$ cat src/rtl/uart_rx_pkg.sv
// uart_rx_pkg: shared state encoding and widths for the serial RX control path.
package uart_rx_pkg;
    typedef enum logic [2:0] {IDLE, START_CHK, RECEIVE, STOP_CHK, LOAD, ERR_WAIT} rx_state_t;
    localparam int BIT_CNT_W = 4;
endpackage

$ cat src/rtl/rx_sample_timer.sv
// rx_sample_timer: per-bit tick counter giving the half-bit and mid-bit sample ticks.
module rx_sample_timer #(
    parameter int CLKS_PER_BIT = 10
) (
    input  logic clk,
    input  logic n_rst,
    input  logic clear,
    input  logic enable,
    output logic half_tick,
    output logic sample_tick
);
    localparam int W    = $clog2(CLKS_PER_BIT);
    localparam int HALF = CLKS_PER_BIT / 2;

    logic [W-1:0] tick_cnt;

    always_ff @(posedge clk)
        if (!n_rst || clear) tick_cnt <= '0;
        else if (enable) tick_cnt <= sample_tick ? '0 : tick_cnt + 1'b1;

    assign half_tick   = tick_cnt == W'(HALF - 1);
    assign sample_tick = tick_cnt == W'(CLKS_PER_BIT - 1);
endmodule

$ cat src/rtl/uart_rx_ctrl.sv
// uart_rx_ctrl: start detect, mid-bit sampling and frame accept/reject for the RX path.
module uart_rx_ctrl
    import uart_rx_pkg::*;
#(
    parameter int CLKS_PER_BIT  = 10,
    parameter int NUM_DATA_BITS = 8
) (
    input  logic                 clk,
    input  logic                 n_rst,
    input  logic                 serial_in,
    input  logic                 bit_rollover_flag,
    output logic                 bit_clear,
    output logic                 bit_count_enable,
    output logic [BIT_CNT_W-1:0] bit_rollover_val,
    output logic                 shift_strobe,
    output logic                 load_buffer,
    output logic                 framing_error,
    output logic                 rx_busy
);
    rx_state_t state, next_state;
    logic serial_in_q, stop_bit_q, start_edge, half_tick, raw_tick, sample_tick;

    assign start_edge  = serial_in_q && !serial_in;
    assign sample_tick = (state == RECEIVE) && raw_tick;

    // The START_CHK -> RECEIVE hand-off restarts the count so RECEIVE samples one full bit later.
    rx_sample_timer #(.CLKS_PER_BIT(CLKS_PER_BIT)) u_timer (
        .clk        (clk),
        .n_rst      (n_rst),
        .clear      (!(state == START_CHK || state == RECEIVE) || (state == START_CHK && half_tick)),
        .enable     (1'b1),
        .half_tick  (half_tick),
        .sample_tick(raw_tick)
    );

    always_comb begin
        next_state = state;
        case (state)
            IDLE:      next_state = start_edge ? START_CHK : IDLE;
            START_CHK: next_state = !half_tick ? START_CHK : serial_in ? IDLE : RECEIVE;
            RECEIVE:   next_state = bit_rollover_flag ? STOP_CHK : RECEIVE;
            STOP_CHK:  next_state = stop_bit_q ? LOAD : ERR_WAIT;
            LOAD:      next_state = IDLE;
            ERR_WAIT:  next_state = serial_in ? IDLE : ERR_WAIT;
            default:   next_state = IDLE;
        endcase
    end

    always_ff @(posedge clk)
        if (!n_rst) begin
            state         <= IDLE;
            serial_in_q   <= 1'b1;
            stop_bit_q    <= 1'b1;
            framing_error <= 1'b0;
        end else begin
            state       <= next_state;
            serial_in_q <= serial_in;
            if (sample_tick) stop_bit_q <= serial_in;
            if (state == STOP_CHK && !stop_bit_q) framing_error <= 1'b1;
            else if (state == IDLE && start_edge) framing_error <= 1'b0;
        end

    assign bit_clear        = state == IDLE;
    assign rx_busy          = state != IDLE;
    assign load_buffer      = state == LOAD;
    assign shift_strobe     = sample_tick;
    assign bit_count_enable = sample_tick;
    assign bit_rollover_val = BIT_CNT_W'(NUM_DATA_BITS + 1);
endmodule

$ cat config.mk
export PLATFORM = sky130hd
export DESIGN_NAME = uart_rx_ctrl
export DESIGN_NICKNAME = d
export VERILOG_FILES = /design/src/rtl/uart_rx_pkg.sv /design/src/rtl/rx_sample_timer.sv /design/src/rtl/uart_rx_ctrl.sv
export SDC_FILE = /design/constraint.sdc
export NUM_CORES = 1
export LEC_CHECK = 0
export BUFFER_PORTS_ARGS = -buffer_cell sky130_fd_sc_hd__buf_2
export CORE_MARGIN = 5
export CORE_UTILIZATION = 30
export DETAILED_ROUTE_END_ITERATION = 16
export HOLD_SLACK_MARGIN = 0.15
export SETUP_SLACK_MARGIN = 0.1
export SLEW_MARGIN = 10
export SYNTH_ARGS = -nofsm -noshare
export SYNTH_HDL_FRONTEND = slang
export SYNTH_SLANG_ARGS = --single-unit
$ cat constraint.sdc
create_clock -name clk -period 1.58 [get_ports clk]
set_input_delay 0.079 -clock clk [delete_from_list [all_inputs] [get_ports clk]]
set_output_delay 0.079 -clock clk [all_outputs]
set_load 0.1 [all_outputs]
==> Word-level counts from Yosys, hierarchy flattened <==
Index checks and enable logic that the tools add are counted.
W data, S select, Z words.
{ "word_totals": {"register_bits": 10, "latchBits": 0, "ram_bits": 0, "mem_bits_ro": 0, "inputBits": 4, "out_inout_bits": 10, "word_cells": 38, "n_memories": 0} }
{ "op_classes": {"n_addsub": 1, "mul": 0, "div_mod_pow": 0, "n_lt_le_gt_ge": 0, "eq_ne": 7, "n_shift": 0, "mux": 9, "bitwise": 0, "n_reduce_logical": 16} }
{ "op_table": {"columns": ["operator", "n"], "rows": [
  ["$pmux W3 S5", 1],
  ["$eq A3 B2 Y1 const B", 2],
  ["$eq A3 B3 Y1 const B", 2],
  ["$logic_and A1 B1 Y1", 5],
  ["$mux W1", 5],
  ["$add A4 B1 Y4 const B", 1],
  ["$eq A4 B3 Y1 const B", 1],
  ["$eq A4 B4 Y1 const B", 1],
  ["$logic_not A1 Y1", 4],
  ["$mux W2", 2],
  ["$eq A3 B1 Y1 const B", 1],
  ["$logic_not A3 Y1", 1],
  ["$logic_or A1 B1 Y1", 3],
  ["$mux W3", 1],
  ["$reduce_bool A3 Y1", 1],
  ["$reduce_bool A2 Y1", 1],
  ["$reduce_or A2 Y1", 1]
]} }

==> Logic depth before layout (Yosys ltp) <==
Gate-level depths: netlist (run 1).
{ "logic_depth": {"depth_word": 6, "ltp_mapped": 5, "depth_no_buf": 5} }

==> Cells and area by module <==
From an unflattened synthesis (run 1), not the netlist that was laid out.
{ "unflattened": {"cells_unflattened": 71, "hier_area_um2": 603.1} }
{ "by_module_without_submodules": {"columns": ["mod", "instances", "cells_per_inst", "area_per_inst_um2", "seq_area_each_um2"], "rows": [
  ["uart_rx_ctrl", 1, 48, 401.6, 120.1],
  ["rx_sample_timer", 1, 23, 201.4, 80.1]
]} }

==> Worst setup path before layout (run 1) <==
Ideal clock, no wire load.
{ "synth_path": {"path_type": "register to output", "from": "reg state[2]", "to": "out load_buffer", "arrival_time_ns": 2.515, "required_time_ns": 1.501, "setup_slack_ns": -1.014, "stages_incl_launch_ff": 3, "path_buffers": 0, "path_cell_list": "dfxtp_1 > inv_1 > nor3_1"} }
{ "synth_between": {"elab_chain_len": 1} }
{ "synth_rtl": {"columns": ["item", "line", "rtl"], "rows": [
  ["start, declared", "uart_rx_ctrl.sv:20", "rx_state_t state, next_state;"],
  ["start signal, assigned", "uart_rx_ctrl.sv:56", "state <= next_state;"],
  ["$eq A3 B3 Y1", "uart_rx_ctrl.sv:65", "assign load_buffer = state == LOAD;"],
  ["end, declared", "uart_rx_ctrl.sv:16", "output logic load_buffer,"]
]} }
Every way passes these cells.

==> Worst setup path in the final report (run 1) <==
{ "layout_path": {"from": "reg state[0]", "to": "out shift_strobe"} }
{ "layout_between": {"elab_chain_len": 2} }
{ "layout_rtl": {"columns": ["item", "line", "rtl"], "rows": [
  ["$eq A3 B2 Y1", "uart_rx_ctrl.sv:24", "assign sample_tick = (state == RECEIVE) && raw_tick;"],
  ["$logic_and A1 B1 Y1", "uart_rx_ctrl.sv:24", null],
  ["end, declared", "uart_rx_ctrl.sv:15", "output logic shift_strobe,"]
]} }
Every way passes these cells.

==> run metrics, run 1 <==
Tmin final=1550 ps; Clock Path Buffers=2; Synthesis Warnings=0; gr usage total=9.99%; fin. max-slew vios=0; Mapped Area=581 µm²; RSZ-0062 raised after global routing=yes; Post-Syn Instances=64; Die Span X=54.0 µm; flops & latches, synth=10; first-pass GRT wire length=roughly 2000 µm; worst skew pair latency=about 270 ps; crit end category=output port; Hold EP=state[0]; reg2reg path depth=5; dpl hpwl=slightly above 800 µm; IO Count=14; critical path fanouts, max=9; period utilisation layout=98.1%; n_diodes=0; most frequent cells in the layout=dfxtp_1, buf_4; register area=205 µm²; Post-synth EDFFs=0; sequential area share after synthesis=~34%; final wirelength=between 1000 and 1500 µm; layout cell share with drive strength beyond 1=approximately 39%; fillcell total=197; Num CTS Buffers=3; starting density of the core=just over 30%; CTS tree=done; H-tree depth reported by CTS=1; Clk pin slew, worst setup/hold paths=70 ps; Worst Hold Depth=3; # DRC=0; largest net degree at the start of global routing=10; data arrival time of the worst path=1470 ps; GR Overflow Total=0; post-synthesis async set-or-reset flop share=0%; Pwr Density=around 740 mW/mm²; die height=roughly 54 µm; routed len/inst=11.6 µm; Min-Delay Path Class=input pin to flip-flop; Initial DRC Count=11; vias in the first global route=489; DRT antenna net count=0; detailed-route vias per instance=4.70; Synth Flop Type=dfxtp_1; initial antenna violation count=0; Leakage Power=0.338 nW; Setup Crit Path Kind=flip-flop to output port; Hold Crit Start=serial_in; total number of vias=503; Final Hold Fails=0; DRT Pass-1 Iters=4; die area=0.00291 mm²; final worst clock skew=3.58 ps; CP startpoint kind=flip-flop; WP data required=roughly 1500 ps; smallest hold slack=157 ps; Placer Congestion=about 0.78; FF-to-FF End=stop_bit_q; FP Rows=16; Core Region=0.00190 mm²; R2R Setup Slk=170 ps; PortBufs=9; final setup TNS=0 ps; Netlist cell types=31; Sink Count=10; outcome=finished clean; Root Buffer=clkbuf_4; syn avg cell area=9.07 µm²; number of max-cap violations=0; Final setup viols=0; reg-to-reg startpoint=state[0]; number of nets in the layout=89; Area Growth Syn to Fin=36.4%; max frequency=645 MHz; worst vdd ir=307 µV; Multi-input gate area=340 µm²
[registers in the layout, indices dropped and copies added (netlist names)]
name,count
u_timer.tick_cnt,4
state,3
framing_error,1
serial_in_q,1
stop_bit_q,1
[layer usage]
layer  track usage (%)  routed length, µm  vias up
met1              10.4                535      247
met4              8.71                 24        0
li1                  -                  -      243
met3              2.77                 39        3
met2              16.3                645       10
met5                 0                  0        -
[per-stage QoR]
step,power (W),instance area (µm²),worst slack (ps),instances,util [%]
2_1_floorplan,0.000386,616,-362,66,-
3_3_place_gp,0.000397,678,284,96,35.7
3_5_place_dp,0.000398,678,250,96,35.7
4_1_cts,0.000584,766,26.5,106,40.3
5_1_grt,0.000608,792,-43.2,107,41.6
6_report,0.000583,792,30.0,107,41.6
[power by group]
group / internal [W] / switching, W / total (W)
Sequential: 0.000258 / 0.00000818 / 0.000266
Combinational: 0.0000384 / 0.0000997 / 0.000138
Clock: 0.0000882 / 0.0000903 / 0.000179
[kinds of logic after synthesis]
group                    synth area share, %
other                                   1.29
flip-flops                              34.5
adder cells (fa/ha/maj)                 6.47
AO/OA/AOI/OAI                           11.2
XOR/XNOR                                3.02
buffers and inverters                   12.3
AND/OR/NAND/NOR                         29.5
multiplexers                            1.72
[worst max-delay path, cell delays in order, from the launching register on]
cell and delay, ps:
dfxtp_2 370, and2b_4 280, nor3b_4 320, buf_12 220
[worst max path at each step]
stage | start | end | cells past startpoint
floorplan | state[0] | shift_strobe | 4
global placement | u_timer.tick_cnt[0] | shift_strobe | 4
detailed placement | u_timer.tick_cnt[0] | shift_strobe | 4
CTS | u_timer.tick_cnt[1] | shift_strobe | 5
global route | u_timer.tick_cnt[1] | shift_strobe | 5
finish | state[0] | shift_strobe | 3
[cells in the mapped netlist (2+ instances only)]
cell type	n	area, µm²
nor2b_1	2	12.5
conb_1	2	7.51
xnor2_1	2	17.5
nor3b_1	2	15.0
nand3_1	2	10.0
nand2_1	2	7.51
ha_1	3	37.5
nand3b_1	2	15.0
dfxtp_1	10	200
o21ai_1	2	10.0
nand2b_1	2	12.5
buf_4	5	37.5
nor3_1	5	25.0
inv_1	6	22.5
[final cells by class]
type / instances / share of cell area [%]
Multi-Input combinational cell: 44 / 43.0
Sequential cell: 10 / 25.9
Timing Repair Buffer: 17 / 20.7
Tap cell: 27 / 4.27
Inverter: 6 / 3.32
Clock buffer: 3 / 2.84
[repair_timing]
| item | 4_1_cts | 5_1_grt |
|---|---|---|
| hold buffers | 2 | 0 |
| endpoints found under the setup margin | 4 | 3 |
| pin swaps | 1 | 1 |
| resized for setup | 6 | 4 |
| gates cloned | 0 | 0 |
| hold endpoints to repair | 5 | 0 |
| setup buffers | 5 | 1 |
(Power assumes the default switching activity.)
==> run 2, diff against run 1 <==
- ABC_AREA: default -> 1
- CTS_BUF_LIST: default -> sky130_fd_sc_hd__clkbuf_8
==> run 2 against run 1 <==
  * Non-clock buffer count is 5 lower
  * Routed wire length decreased by 21%
  * Clock skew is 0.74 ps lower
  * Largest cell class unchanged
==> run metrics, run 2 <==
dpl hpwl=755 µm; CTS tree=done; Pwr Density=931 mW/mm²; Synth top area share=38.4%; smallest hold slack=approximately 240 ps; detailed-route vias per instance=4.59; fin. max-slew vios=0; Initial DRC Count=4; Post-synth EDFFs=0; vias in the first global route=433; Clk pin slew, worst setup/hold paths=~50 ps; GR Overflow Total=0; CP startpoint kind=flip-flop; Area Growth Syn to Fin=36.7%; first-pass GRT wire length=1730 µm; reg2reg path depth=3; critical path's largest stage delay=approximately 500 ps; data arrival time of the worst path=1320 ps; period utilisation layout=88.8%; sequential area share after synthesis=38.4%; Final Hold Fails=0; Core Region=0.00169 mm²; FF-to-FF End=stop_bit_q; end of the critical path=bit_count_enable; WP buf/inv=1; starting density of the core=30.9%; critical path fanouts, max=7; Tmin final=1400 ps; Biggest register=u_timer.tick_cnt; Design Area, Final=713 µm²; die area=0.00267 mm²; final core occ=42.2%; Area contributors post-synth=dfxtp_1, buf_4, ha_1; Netlist cell types=19; syn avg cell area=7.79 µm²; PortBufs=9; largest net degree at the start of global routing=8; DRT antenna net count=0; crit end category=output port; final wirelength=slightly below 1000 µm; layout cell share with drive strength beyond 1=33.8%; DRT Pass-1 Iters=4; number of max-cap violations=0; Die Span X=51.7 µm; n_diodes=0; Post-Syn Instances=67; WP data required=1500 ps; routed len/inst=roughly 10 µm; Final setup viols=0; Min-Delay Path Class=input pin to flip-flop; Worst Setup SP=state[1]; Clock Path Buffers=2; post-CTS setup buffers=0; number of nets in the layout=88; Synth area leader=dfxtp_1; critical path's top delay family=flip-flops; gr usage total=about 9.0%; max frequency=712 MHz; DP Area=633 µm²; final worst clock skew=2.84 ps; initial antenna violation count=0; most numerous cell in the Yosys netlist=dfxtp_1; worst skew pair latency=230 ps; Post-synth top cells=dfxtp_1, inv_1, nor2_1; Sink Count=10; final setup TNS=0 ps; R2R Setup Slk=about 460 ps; Placer Congestion=0.848; FP Rows=15; RSZ-0062 raised after global routing=no; Num CTS Buffers=3; Worst path depth=3; reg-to-reg startpoint=state[1]; Synthesis Warnings=0; Mapped Area=522 µm²; post-synthesis async set-or-reset flop share=0%; H-tree depth reported by CTS=1; most frequent cells in the layout=nor2_1, dfxtp_1, inv_1, nand2_1, buf_2; flops & latches, synth=10; Slowest-stage cell, CP=dfxtp_1; die height=51.7 µm; Root Buffer=clkbuf_8; cells along the critical path=nand3_2, nor2_4, buf_12; IO Count=14; top flop regs=u_timer.tick_cnt: 4 flops, state: 3 flops; outcome=finished clean; Setup Crit Path Kind=flip-flop to output port; worst vdd ir=545 µV; total number of vias=~450; Synth Flop Type=dfxtp_1; Leakage Power=0.299 nW; # DRC=0; max reg flops=4
==> run 2: cell types whose count changed in the layout (fill, tap and decap cells not counted), moves of 3 or more <==
cell      delta
clkbuf_4     -3
clkbuf_8     +3
nor2_1       +8
nand2_1      +4
buf_4        -5
dfxtp_2      -3
nand4_1      +4
a21oi_1      +3
nor3_1       -4
inv_1        +3
==> run 2: logic make-up (layout without fill, tap and decap cells) <==
group           after synthesis  after routing  synth area share (%)
compound gates                4              4                  4.32
xor+xnor                      2              2                  3.36
fa+ha+maj                     3              3                  7.20
buf+inv                      15             26                  14.4
flops                        10             10                  38.4
other cells                   2              4                  1.44
simple gates                 31             31                  30.9
==> run 2: repair_timing <==
action / CTS / global route
hold endpoints to repair: 3 / 0
setup endpoints to repair: 1 / 3
pin swaps: 0 / 1
gates resized for setup: 1 / 1
hold buffers: 3 / 0
==> run 2: through the flow <==
stage / worst slack [ps] / power, W / cells
floorplan: 38.2 / 0.000382 / 69
global placement: 344 / 0.000389 / 90
detailed placement: 332 / 0.000390 / 90
CTS: 110 / 0.000674 / 97
global route: 105 / 0.000698 / 97
finish: 176 / 0.000664 / 97
==> run 2: metal layers <==
| metal | GRT usage, % | share of wire, % |
|---|---|---|
| met1 | 10.1 | 44 |
| met2 | 13.1 | 45 |
| met3 | 5.16 | 6.9 |
| met4 | 5.24 | 3.6 |
| met5 | 0 | 0 |
==> run 2: worst min-delay path by stage <==
stage / startpoint / end / slack [ps] / cells after the start
final: bit_rollover_flag / state[0] / 240 / 5
after global routing: bit_rollover_flag / state[0] / 320 / 5
after CTS: bit_rollover_flag / state[0] / 240 / 5
after detailed placement: n_rst / serial_in_q / 310 / 2
after global placement: n_rst / serial_in_q / 310 / 2
after floorplan: n_rst / serial_in_q / 150 / 1
==> run 2: area by class of cell <==
cell class / count / area (µm²)
fill: 169 / 976
clock inverter: 1 / 3.75
timing repair buffer: 12 / 110
inverter: 10 / 41.3
clock buffer: 3 / 41.3
multi-input combinational: 44 / 290
sequential: 10 / 205
tap: 17 / 21.3
==> run 2: power by group <==
| part | total (W) | switching, W | internal, W |
|---|---|---|---|
| clock | 0.000271 | 0.000101 | 0.000170 |
| sequential | 0.000266 | 0.00000859 | 0.000258 |
| combinational | 0.000127 | 0.000102 | 0.0000249 |
==> run 2: worst reg2reg max path, stage by stage, from the launching register on <==
cell	delay, ps
dfxtp_1	500
nand3_2	170
nor2_4	220
o211ai_1	110
